===== src/rtl/cam_pattern_gen.sv =====
// cam_pattern_gen: OV7670-style sensor emulator producing RGB565 test-pattern frames
// on an 8-bit parallel bus, high byte first.
module cam_pattern_gen #(
    parameter int H_ACTIVE  = 320,
    parameter int H_BLANK   = 144,
    parameter int V_ACTIVE  = 240,
    parameter int VS_LINES  = 3,
    parameter int VBP_LINES = 17,
    parameter int VFP_LINES = 10
) (
    input  logic        PCLK,
    input  logic        HRESETn,
    input  logic        enable,
    input  logic [1:0]  pattern_sel,
    input  logic [15:0] solid_rgb,
    output logic [7:0]  cam_data,
    output logic        cam_vsync,
    output logic        cam_href,
    output logic        frame_done,
    output logic [7:0]  frame_cnt
);
    localparam int LINE_LEN = 2*H_ACTIVE + H_BLANK;
    localparam int BAR_W    = H_ACTIVE/8;
    localparam logic [15:0] BARS [8] = '{16'hFFFF, 16'hFFE0, 16'h07FF, 16'h07E0,
                                         16'hF81F, 16'hF800, 16'h001F, 16'h0000};

    typedef enum logic [2:0] {IDLE, VSYNC, VBP, ACTIVE, VFP} state_t;

    state_t      r_state, w_state_nxt;
    logic [11:0] r_col, r_line, w_col_nxt, w_line_nxt, w_lines;
    logic [11:0] r_bpx, w_bpx_nxt;
    logic [2:0]  r_bar, w_bar_nxt;
    logic [1:0]  r_pat;
    logic [15:0] r_solid, w_pix;
    logic        w_eol, w_end, w_last_nxt, w_href_nxt;

    always_comb begin
        w_lines = (r_state == VSYNC)  ? 12'(VS_LINES)  :
                  (r_state == VBP)    ? 12'(VBP_LINES) :
                  (r_state == ACTIVE) ? 12'(V_ACTIVE)  : 12'(VFP_LINES);
        w_eol = r_col == 12'(LINE_LEN-1);
        w_end = w_eol && (r_line == w_lines - 12'd1);
        case (r_state)
            IDLE:    w_state_nxt = enable ? VSYNC : IDLE;
            VSYNC:   w_state_nxt = w_end ? VBP : VSYNC;
            VBP:     w_state_nxt = w_end ? ACTIVE : VBP;
            ACTIVE:  w_state_nxt = w_end ? VFP : ACTIVE;
            default: w_state_nxt = w_end ? (enable ? VSYNC : IDLE) : VFP;
        endcase
        // Counters restart on every state change, including VFP -> VSYNC.
        w_col_nxt  = (w_state_nxt == r_state && r_state != IDLE) ? (w_eol ? 12'd0 : r_col + 12'd1) : 12'd0;
        w_line_nxt = (w_state_nxt == r_state && r_state != IDLE) ? (w_eol ? r_line + 12'd1 : r_line) : 12'd0;
        w_last_nxt = (w_state_nxt == VFP) && (w_line_nxt == 12'(VFP_LINES-1)) && (w_col_nxt == 12'(LINE_LEN-1));
        w_href_nxt = (w_state_nxt == ACTIVE) && (w_col_nxt < 12'(2*H_ACTIVE));
        // Bar index advances on each new pixel once the current bar is full.
        w_bar_nxt = r_bar;
        w_bpx_nxt = r_bpx;
        if (w_col_nxt == 12'd0) begin
            w_bar_nxt = 3'd0;
            w_bpx_nxt = 12'd0;
        end else if (!w_col_nxt[0]) begin
            w_bar_nxt = (r_bpx == 12'(BAR_W-1)) ? r_bar + 3'd1 : r_bar;
            w_bpx_nxt = (r_bpx == 12'(BAR_W-1)) ? 12'd0 : r_bpx + 12'd1;
        end
        w_pix = (r_pat == 2'd0) ? BARS[w_bar_nxt] :
                (r_pat == 2'd1) ? {w_col_nxt[8:4], w_line_nxt[7:2], 5'd0} :
                (r_pat == 2'd2) ? r_solid :
                {16{w_col_nxt[4] ^ w_line_nxt[3] ^ frame_cnt[0]}};
    end

    // Outputs are registered from next-state values so they line up with the state.
    always_ff @(posedge PCLK or negedge HRESETn) begin
        if (!HRESETn) begin
            r_state    <= IDLE;
            r_col      <= 12'd0;
            r_line     <= 12'd0;
            r_bar      <= 3'd0;
            r_bpx      <= 12'd0;
            r_pat      <= 2'd0;
            r_solid    <= 16'd0;
            cam_data   <= 8'd0;
            cam_vsync  <= 1'b0;
            cam_href   <= 1'b0;
            frame_done <= 1'b0;
            frame_cnt  <= 8'd0;
        end else begin
            r_state    <= w_state_nxt;
            r_col      <= w_col_nxt;
            r_line     <= w_line_nxt;
            r_bar      <= w_bar_nxt;
            r_bpx      <= w_bpx_nxt;
            if (w_state_nxt == VSYNC && r_state != VSYNC) begin
                r_pat   <= pattern_sel;
                r_solid <= solid_rgb;
            end
            cam_vsync  <= w_state_nxt == VSYNC;
            cam_href   <= w_href_nxt;
            cam_data   <= w_href_nxt ? (w_col_nxt[0] ? w_pix[7:0] : w_pix[15:8]) : 8'd0;
            frame_done <= w_last_nxt;
            if (w_last_nxt)
                frame_cnt <= frame_cnt + 8'd1;
        end
    end
endmodule


===== config.mk =====
export PLATFORM = sky130hd
export DESIGN_NAME = cam_pattern_gen
export DESIGN_NICKNAME = d
export VERILOG_FILES = /design/src/rtl/cam_pattern_gen.sv
export SDC_FILE = /design/constraint.sdc
export NUM_CORES = 1
export LEC_CHECK = 0
export ABC_AREA = 1
export CAP_MARGIN = 25
export CORE_AREA = 2 2 92 160
export DETAILED_ROUTE_END_ITERATION = 8
export DIE_AREA = 0 0 94 162
export PLACE_DENSITY_LB_ADDON = 0.2
export SETUP_SLACK_MARGIN = 0.15
export SLEW_MARGIN = 0
export SYNTH_ARGS = -nofsm -noshare
export SYNTH_HDL_FRONTEND = slang
export SYNTH_SLANG_ARGS = --single-unit
export TNS_END_PERCENT = 50

===== constraint.sdc =====
create_clock -name PCLK -period 4 [get_ports PCLK]
set_input_delay 0.8 -clock PCLK [delete_from_list [all_inputs] [get_ports PCLK]]
set_output_delay 0.8 -clock PCLK [all_outputs]
set_load 0.005 [all_outputs]

==> results of run 1 <==
-- critical path: cells and delay by family (launching register included) --
kind            cells  cell delay [ps]
fa+ha+maj           1              320
buf+inv             4              450
xor+xnor            1              150
simple gates       15             1870
flops               1              440
compound gates      2              230
-- synthesized netlist by cell type (2+ instances only) --
cell type,instances,area (µm²)
o22a_1,3,26.3
nand3_2,8,80.1
nor3_1,9,45.0
nor2_1,76,285
nand3_1,34,170
nor4_1,3,18.8
clkbuf_1,2,7.51
dfrtp_1,79,1980
inv_1,79,297
o31ai_1,4,30.0
a21oi_1,20,100
nor2_4,4,45.0
o21ai_1,5,25.0
inv_2,7,26.3
o41ai_1,2,17.5
nand4_1,14,87.6
mux2_2,17,191
xor2_1,22,193
nand3_4,4,70.1
nand2_2,8,50.1
xnor2_1,7,61.3
buf_6,2,22.5
a21oi_2,3,26.3
nand3b_1,2,15.0
nor3b_1,2,15.0
nand2_1,135,507
o21ai_0,21,105
nor3_2,4,40.0
buf_2,2,10.0
nor2_2,5,31.3
mux2i_1,2,20.0
ha_1,6,75.1
-- report_power, final --
group | internal (µW) | leakage, µW | total (µW) | switching (µW)
Clock | 545 | 0.000148 | 877 | 332
Sequential | 799 | 0.00104 | 799 | 0
Combinational | 17.4 | 0.00175 | 36.7 | 19.2
-- per-stage QoR --
stage | hold slack [ps] | total power [µW]
floorplan | 474 | 815
finish | 499 | 1710
global placement | 484 | 852
global route | 521 | 1780
CTS | 503 | 1740
detailed placement | 489 | 852
-- path summary, 6_finish.rpt --
kind	startpoint	endpoint	slack (ps)	depth (start not counted)
setup / recovery	r_state[1]	frame_cnt[5]	440	23
hold / removal	r_solid[10]	r_solid[10]	500	1
setup reg to reg	r_state[1]	frame_cnt[5]	440	23
hold reg to reg	r_solid[10]	r_solid[10]	500	1
max in group asynchronous	HRESETn	cam_data[1]	2670	2
min in group asynchronous	HRESETn	r_col[11]	550	1
-- cell families (layout without fill, tap and decap cells) --
group                    after synthesis  count (layout)  synth area share
multiplexers                          19              19            0.0444
buffers and inverters                 94             160            0.0785
XOR/XNOR                              29              29            0.0533
AO/OA/AOI/OAI                         65              65            0.0820
flip-flops                            79              79             0.415
adder cells (fa/ha/maj)                6               6            0.0158
AND/OR/NAND/NOR                      311             313             0.311
-- flip-flops by register name, indices dropped and copies added (netlist names), 2 cells and up --
| register | cells |
|---|---|
| r_bar | 3 |
| frame_cnt | 8 |
| r_pat | 2 |
| r_state | 3 |
| r_bpx | 12 |
| r_line | 12 |
| r_col | 12 |
| r_solid | 16 |
| cam_data | 8 |
-- timing repair --
item | in CTS | in global routing
endpoints found under the setup margin | 0 | 20
hold endpoints to repair | 0 | 0
buffers inserted | 0 | 13
resized for setup | 0 | 17
-- per-layer routing --
layer / vias to the layer above / GRT usage
met1: 1976 / 0.188
met2: 75 / 0.325
met5: - / 0
met4: 0 / 0.0889
li1: 2071 / -
met3: 31 / 0.0306
-- final cells by class --
cell class	count	area, µm²	area share
inverter	86	328	0.0557
sequential	79	1980	0.336
tap	177	221	0.0376
clock buffer	10	229	0.0389
clock inverter	6	85.1	0.0145
timing repair buffer	58	543	0.0922
multi-input combinational	432	2500	0.425
-- placed cells by master (no fill, tap or decap), types with 6 or more instances in the layout --
cell and n:
nor2_1 74, xnor2_1 7, clkbuf_16 9, ha_1 6, a21oi_1 20, dfrtp_1 76
nand4_1 14, mux2_2 17, clkdlybuf4s50_1 38, nand3_4 7, nand3_2 6, nor2_2 8
o21ai_0 21, nand3_1 34, nand2_1 134, nand2_2 8, buf_4 19, nor3_1 8
inv_1 79, xor2_1 21
==> run metrics, run 1 <==
status finished clean; Worst Slack Setup Final 436 ps; path type of the worst setup path reg -> reg; worst path required time 4260 ps; class of the worst hold path reg -> reg; Clock Latency Late Sink 330 ps; biggest cell delay along the critical path 440 ps; design area 5890 µm²; DRT Pass-1 Iters 4; DRT met1 WL 4.91 mm; RSZ-0062 raised after global routing false; Seq cells post-synth 79; row cnt 57; Max-slew headroom 0.460; PD cells 291 nW/µm²; Async S/R FF share, synth 1.00; Die Y 162 µm; worst-path maximum fanout 7; layout cell share with drive strength beyond 1 0.161; crit path time final 3560 ps; Iter 0 DRT Violations 226; register area share after synthesis 0.415; pin count of the biggest net entering global routing 61; Vias/cell 4.90; Fillers 1425; placed inst area 5370 µm²; placed wire-length estimate 9.70 mm; # DRC 0; Slew @ Worst Pin 810 ps; CTS Buf Count 9; Bufs on Longest Clock Path 2; hold-fix buffers at CTS 0; Ys Warns 0; routed wl met2 7.17 mm; Clk Tree Root Cell clkbuf_16; gp weighted congestion 0.915; Crit path top cell by count nand2_1; worst path arrival time 3820 ps; crit path cell chain inv_1, nand3_4, nand2_2, inv_1, ha_1, xor2_2, nand2_1, nor2_2, nand3_4, a21oi_2, nand2_2, nand2_1, nand2_2, nand3_4, buf_4, nor2_1, inv_1, nand2_1, nor2_1, nand4_1, nor2_4, nand2_1, o21ai_1; post-route antenna net violation count 0; die area 15200 µm²; Final #Nets 693; antenna diode count 0; post-route setup TNS 0 ps; initial antenna violation count 0; Via Count 4153; Mapped Nets 630; Total Routed Length 12.9 mm; Final Skew 5.42 ps; final slew viol count 0; cell leakage power 0.00295 µW; final setup fails 0; Port Buf Inserts 39; first-pass GRT wire length 21.0 mm; vias in the first global route 4348; max cap viols 0; die width 94 µm; Primary FF master, synth dfrtp_1; Non-Filler Instances 848; WL per Instance 15.2 µm; IO Count 40; Startpoint Class flip-flop; kind of end point of the critical path flip-flop; H-tree depth 3; post-route clock period utilization 0.891; Initial Utilization 0.343; Final Hold Viols 0; post-synthesis cell count 603; CP max-delay cell dfrtp_2; fin util 0.423; Post-synth EDFFs 0; syn_area_per_cell 7.90 µm²; total track usage 0.176; Yosys cell types 44; highest metal used met4; placed insts 817; clock-pin slew on the worst setup and hold paths 60 ps; Netlist Area Pre-Place 4760 µm²; GRT overflow 0; maximum vdd ir drop 0.208 mV; CTS sink count 79; wire length on met3 260 µm; CTS tree yes; P&R area growth vs syn 23.6%; Post-Place Setup Slack 258 ps; Max Clock Freq 0.281 GHz; total core area 13900 µm²
Power figures use the tool's default switching activity.
==> run 2, diff against run 1 <==
--- a/config.mk
+++ b/config.mk
@@ -7,9 +7,9 @@
 export LEC_CHECK = 0
 export ABC_AREA = 1
 export CAP_MARGIN = 25
-export CORE_AREA = 2 2 92 160
+export CORE_AREA = 2 2 134 110
 export DETAILED_ROUTE_END_ITERATION = 8
-export DIE_AREA = 0 0 94 162
+export DIE_AREA = 0 0 136 112
 export PLACE_DENSITY_LB_ADDON = 0.2
 export SETUP_SLACK_MARGIN = 0.15
 export SLEW_MARGIN = 0
==> run metrics, run 2 (synthesis gave the netlist of run 1 again) <==
status finished clean (unchanged); layout cell share with drive strength beyond 1 0.153 (was 0.161); post-route clock period utilization 0.907 (was 0.891); commonest non-fill, non-tap cell in the layout nand2_1 (unchanged); Max-slew headroom 0.481 (was 0.460); Max Clock Freq 0.276 GHz (was 0.281 GHz); kind of end point of the critical path flip-flop (unchanged); post-route antenna net violation count 0 (unchanged); worst path required time 4270 ps (was 4260 ps); first-pass GRT wire length 20.1 mm (was 21.0 mm); Top reg by flops r_solid (unchanged); commonest non-fill, non-tap cells in the layout 132 x nand2_1, 79 x inv_1, 78 x dfrtp_1 (was 134 x nand2_1, 79 x inv_1, 76 x dfrtp_1); CTS Buf Count 9 (unchanged); biggest cell delay along the critical path 480 ps (was 440 ps); Bufs on Longest Clock Path 2 (unchanged); Worst Slack Setup Final 371 ps (was 436 ps); post-route setup TNS 0 ps (unchanged); # DRC 0 (unchanged); DRT Pass-1 Iters 5 (was 4); Crit path top cell by count nand2_2 (was nand2_1); initial antenna violation count 0 (unchanged); cell leakage power 0.00291 µW (was 0.00295 µW); Port Buf Inserts 39 (unchanged); GRT overflow 0 (unchanged); Iter 0 DRT Violations 293 (was 226); Reg2Reg Setup Slack 370 ps (was 440 ps); total core area 14000 µm² (was 13900 µm²); die width 136 µm (was 94 µm); P&R area growth vs syn 22.7% (was 23.6%); RSZ-0062 raised after global routing false (unchanged); IO Count 40 (unchanged); clock-pin slew on the worst setup and hold paths 60 ps (about the same); Power Total 1690 µW (was 1710 µW); pin count of the biggest net entering global routing 80 (was 61); path type of the worst setup path reg -> reg (unchanged); final setup fails 0 (unchanged); crit path cell chain inv_2, nand3_4, nand2_2, inv_1, ha_1, xor2_1, nand2_1, nor2_2, nand3_4, a21oi_2, nand2_2, nand3_4, nand2_2, nor2_4, buf_4, nand2_2, nor3_2, nand3_2, nor2_4, nand2_1, o21ai_1 (was inv_1, nand3_4, nand2_2, inv_1, ha_1, xor2_2, nand2_1, nor2_2, nand3_4, a21oi_2, nand2_2, nand2_1, nand2_2, nand3_4, buf_4, nor2_1, inv_1, nand2_1, nor2_1, nand4_1, nor2_4, nand2_1, o21ai_1); H-tree depth 3 (unchanged); Initial Utilization 0.341 (was 0.343); Startpoint Class flip-flop (unchanged); final slew viol count 0 (unchanged); row cnt 39 (was 57); Final Skew 6.86 ps (was 5.42 ps); die area 15200 µm² (about the same); CP max-delay cell dfrtp_1 (was dfrtp_2); Final Hold Viols 0 (unchanged); CTS sink count 79 (unchanged); worst hold margin 430 ps (was 499 ps); WL per Instance 14.7 µm (was 15.2 µm); antenna diode count 0 (unchanged); worst-path maximum fanout 7 (unchanged); total track usage 0.169 (was 0.176); Via Count 4159 (was 4153); class of the worst hold path in -> async (was reg -> reg); Slew @ Worst Pin 776 ps (was 810 ps); Vias/cell 4.90 (about the same); vias in the first global route 4038 (was 4348); max reg flops 16 (unchanged); PD cells 289 nW/µm² (was 291 nW/µm²); max cap viols 0 (unchanged); CTS tree yes (unchanged); gp weighted congestion 0.904 (was 0.915); crit path time final 3630 ps (was 3560 ps); worst path arrival time 3900 ps (was 3820 ps); Clock Latency Late Sink 350 ps (was 330 ps); Total Routed Length 12.5 mm (was 12.9 mm); Clk Tree Root Cell clkbuf_16 (unchanged); placed insts 821 (was 817); maximum vdd ir drop 0.231 mV (was 0.208 mV); Final #Nets 687 (was 693); Die Y 112 µm (was 162 µm); Post-Place Setup Slack 228 ps (was 258 ps); Non-Filler Instances 849 (was 848); placed wire-length estimate 8.92 mm (was 9.70 mm)
## run 2: area by class of cell
cell class | count | area (µm²)
Clock buffer | 10 | 239
Clock inverter | 6 | 67.6
Sequential cell | 79 | 1980
Timing Repair Buffer | 51 | 490
Inverter | 86 | 323
Multi-Input combinational cell | 433 | 2520
Fill cell | 1440 | 8110
Tap cell | 184 | 230
## run 2: stage by stage
step / utilization / instance area [µm²]
detailed placement: 0.384 / 5350
global placement: 0.384 / 5350
finish: 0.419 / 5840
global route: 0.419 / 5840
floorplan: - / 4760
CTS: 0.406 / 5660
## run 2: power by group
part | switching [µW] | internal [µW] | total (µW)
combinational | 19.3 | 18.9 | 38.2
sequential | 0 | 799 | 799
clock | 347 | 502 | 850
## run 2: timing repair
action                     CTS  global route
hold buffers                 0             0
resized for setup            0            17
setup buffers                0             8
setup endpoints to repair    0            17
## run 2: metal layers
| layer | track usage | share of wire |
|---|---|---|
| met5 | 0 | 0 |
| met4 | 0.0424 | 0.016 |
| met3 | 0.0474 | 0.048 |
| met2 | 0.267 | 0.46 |
| met1 | 0.228 | 0.48 |
## run 2: worst paths after layout
path	from	endpoint	depth (start not counted)
min in group PCLK	r_solid[1]	r_solid[1]	1
max in group asynchronous	HRESETn	r_state[2]	2
worst max register to register	r_state[0]	frame_cnt[5]	21
worst min-delay path	HRESETn	frame_cnt[2]	1
worst max-delay path	r_state[0]	frame_cnt[5]	21
worst min register to register	r_solid[1]	r_solid[1]	1
## run 2: worst max-delay path: cells and delay by family (launching register included)
kind / cells / cell delay [ps]
AO/OA/AOI/OAI: 2 / 270
buffers and inverters: 3 / 390
flip-flops: 1 / 480
XOR/XNOR: 1 / 180
adder cells (fa/ha/maj): 1 / 300
AND/OR/NAND/NOR: 14 / 1910
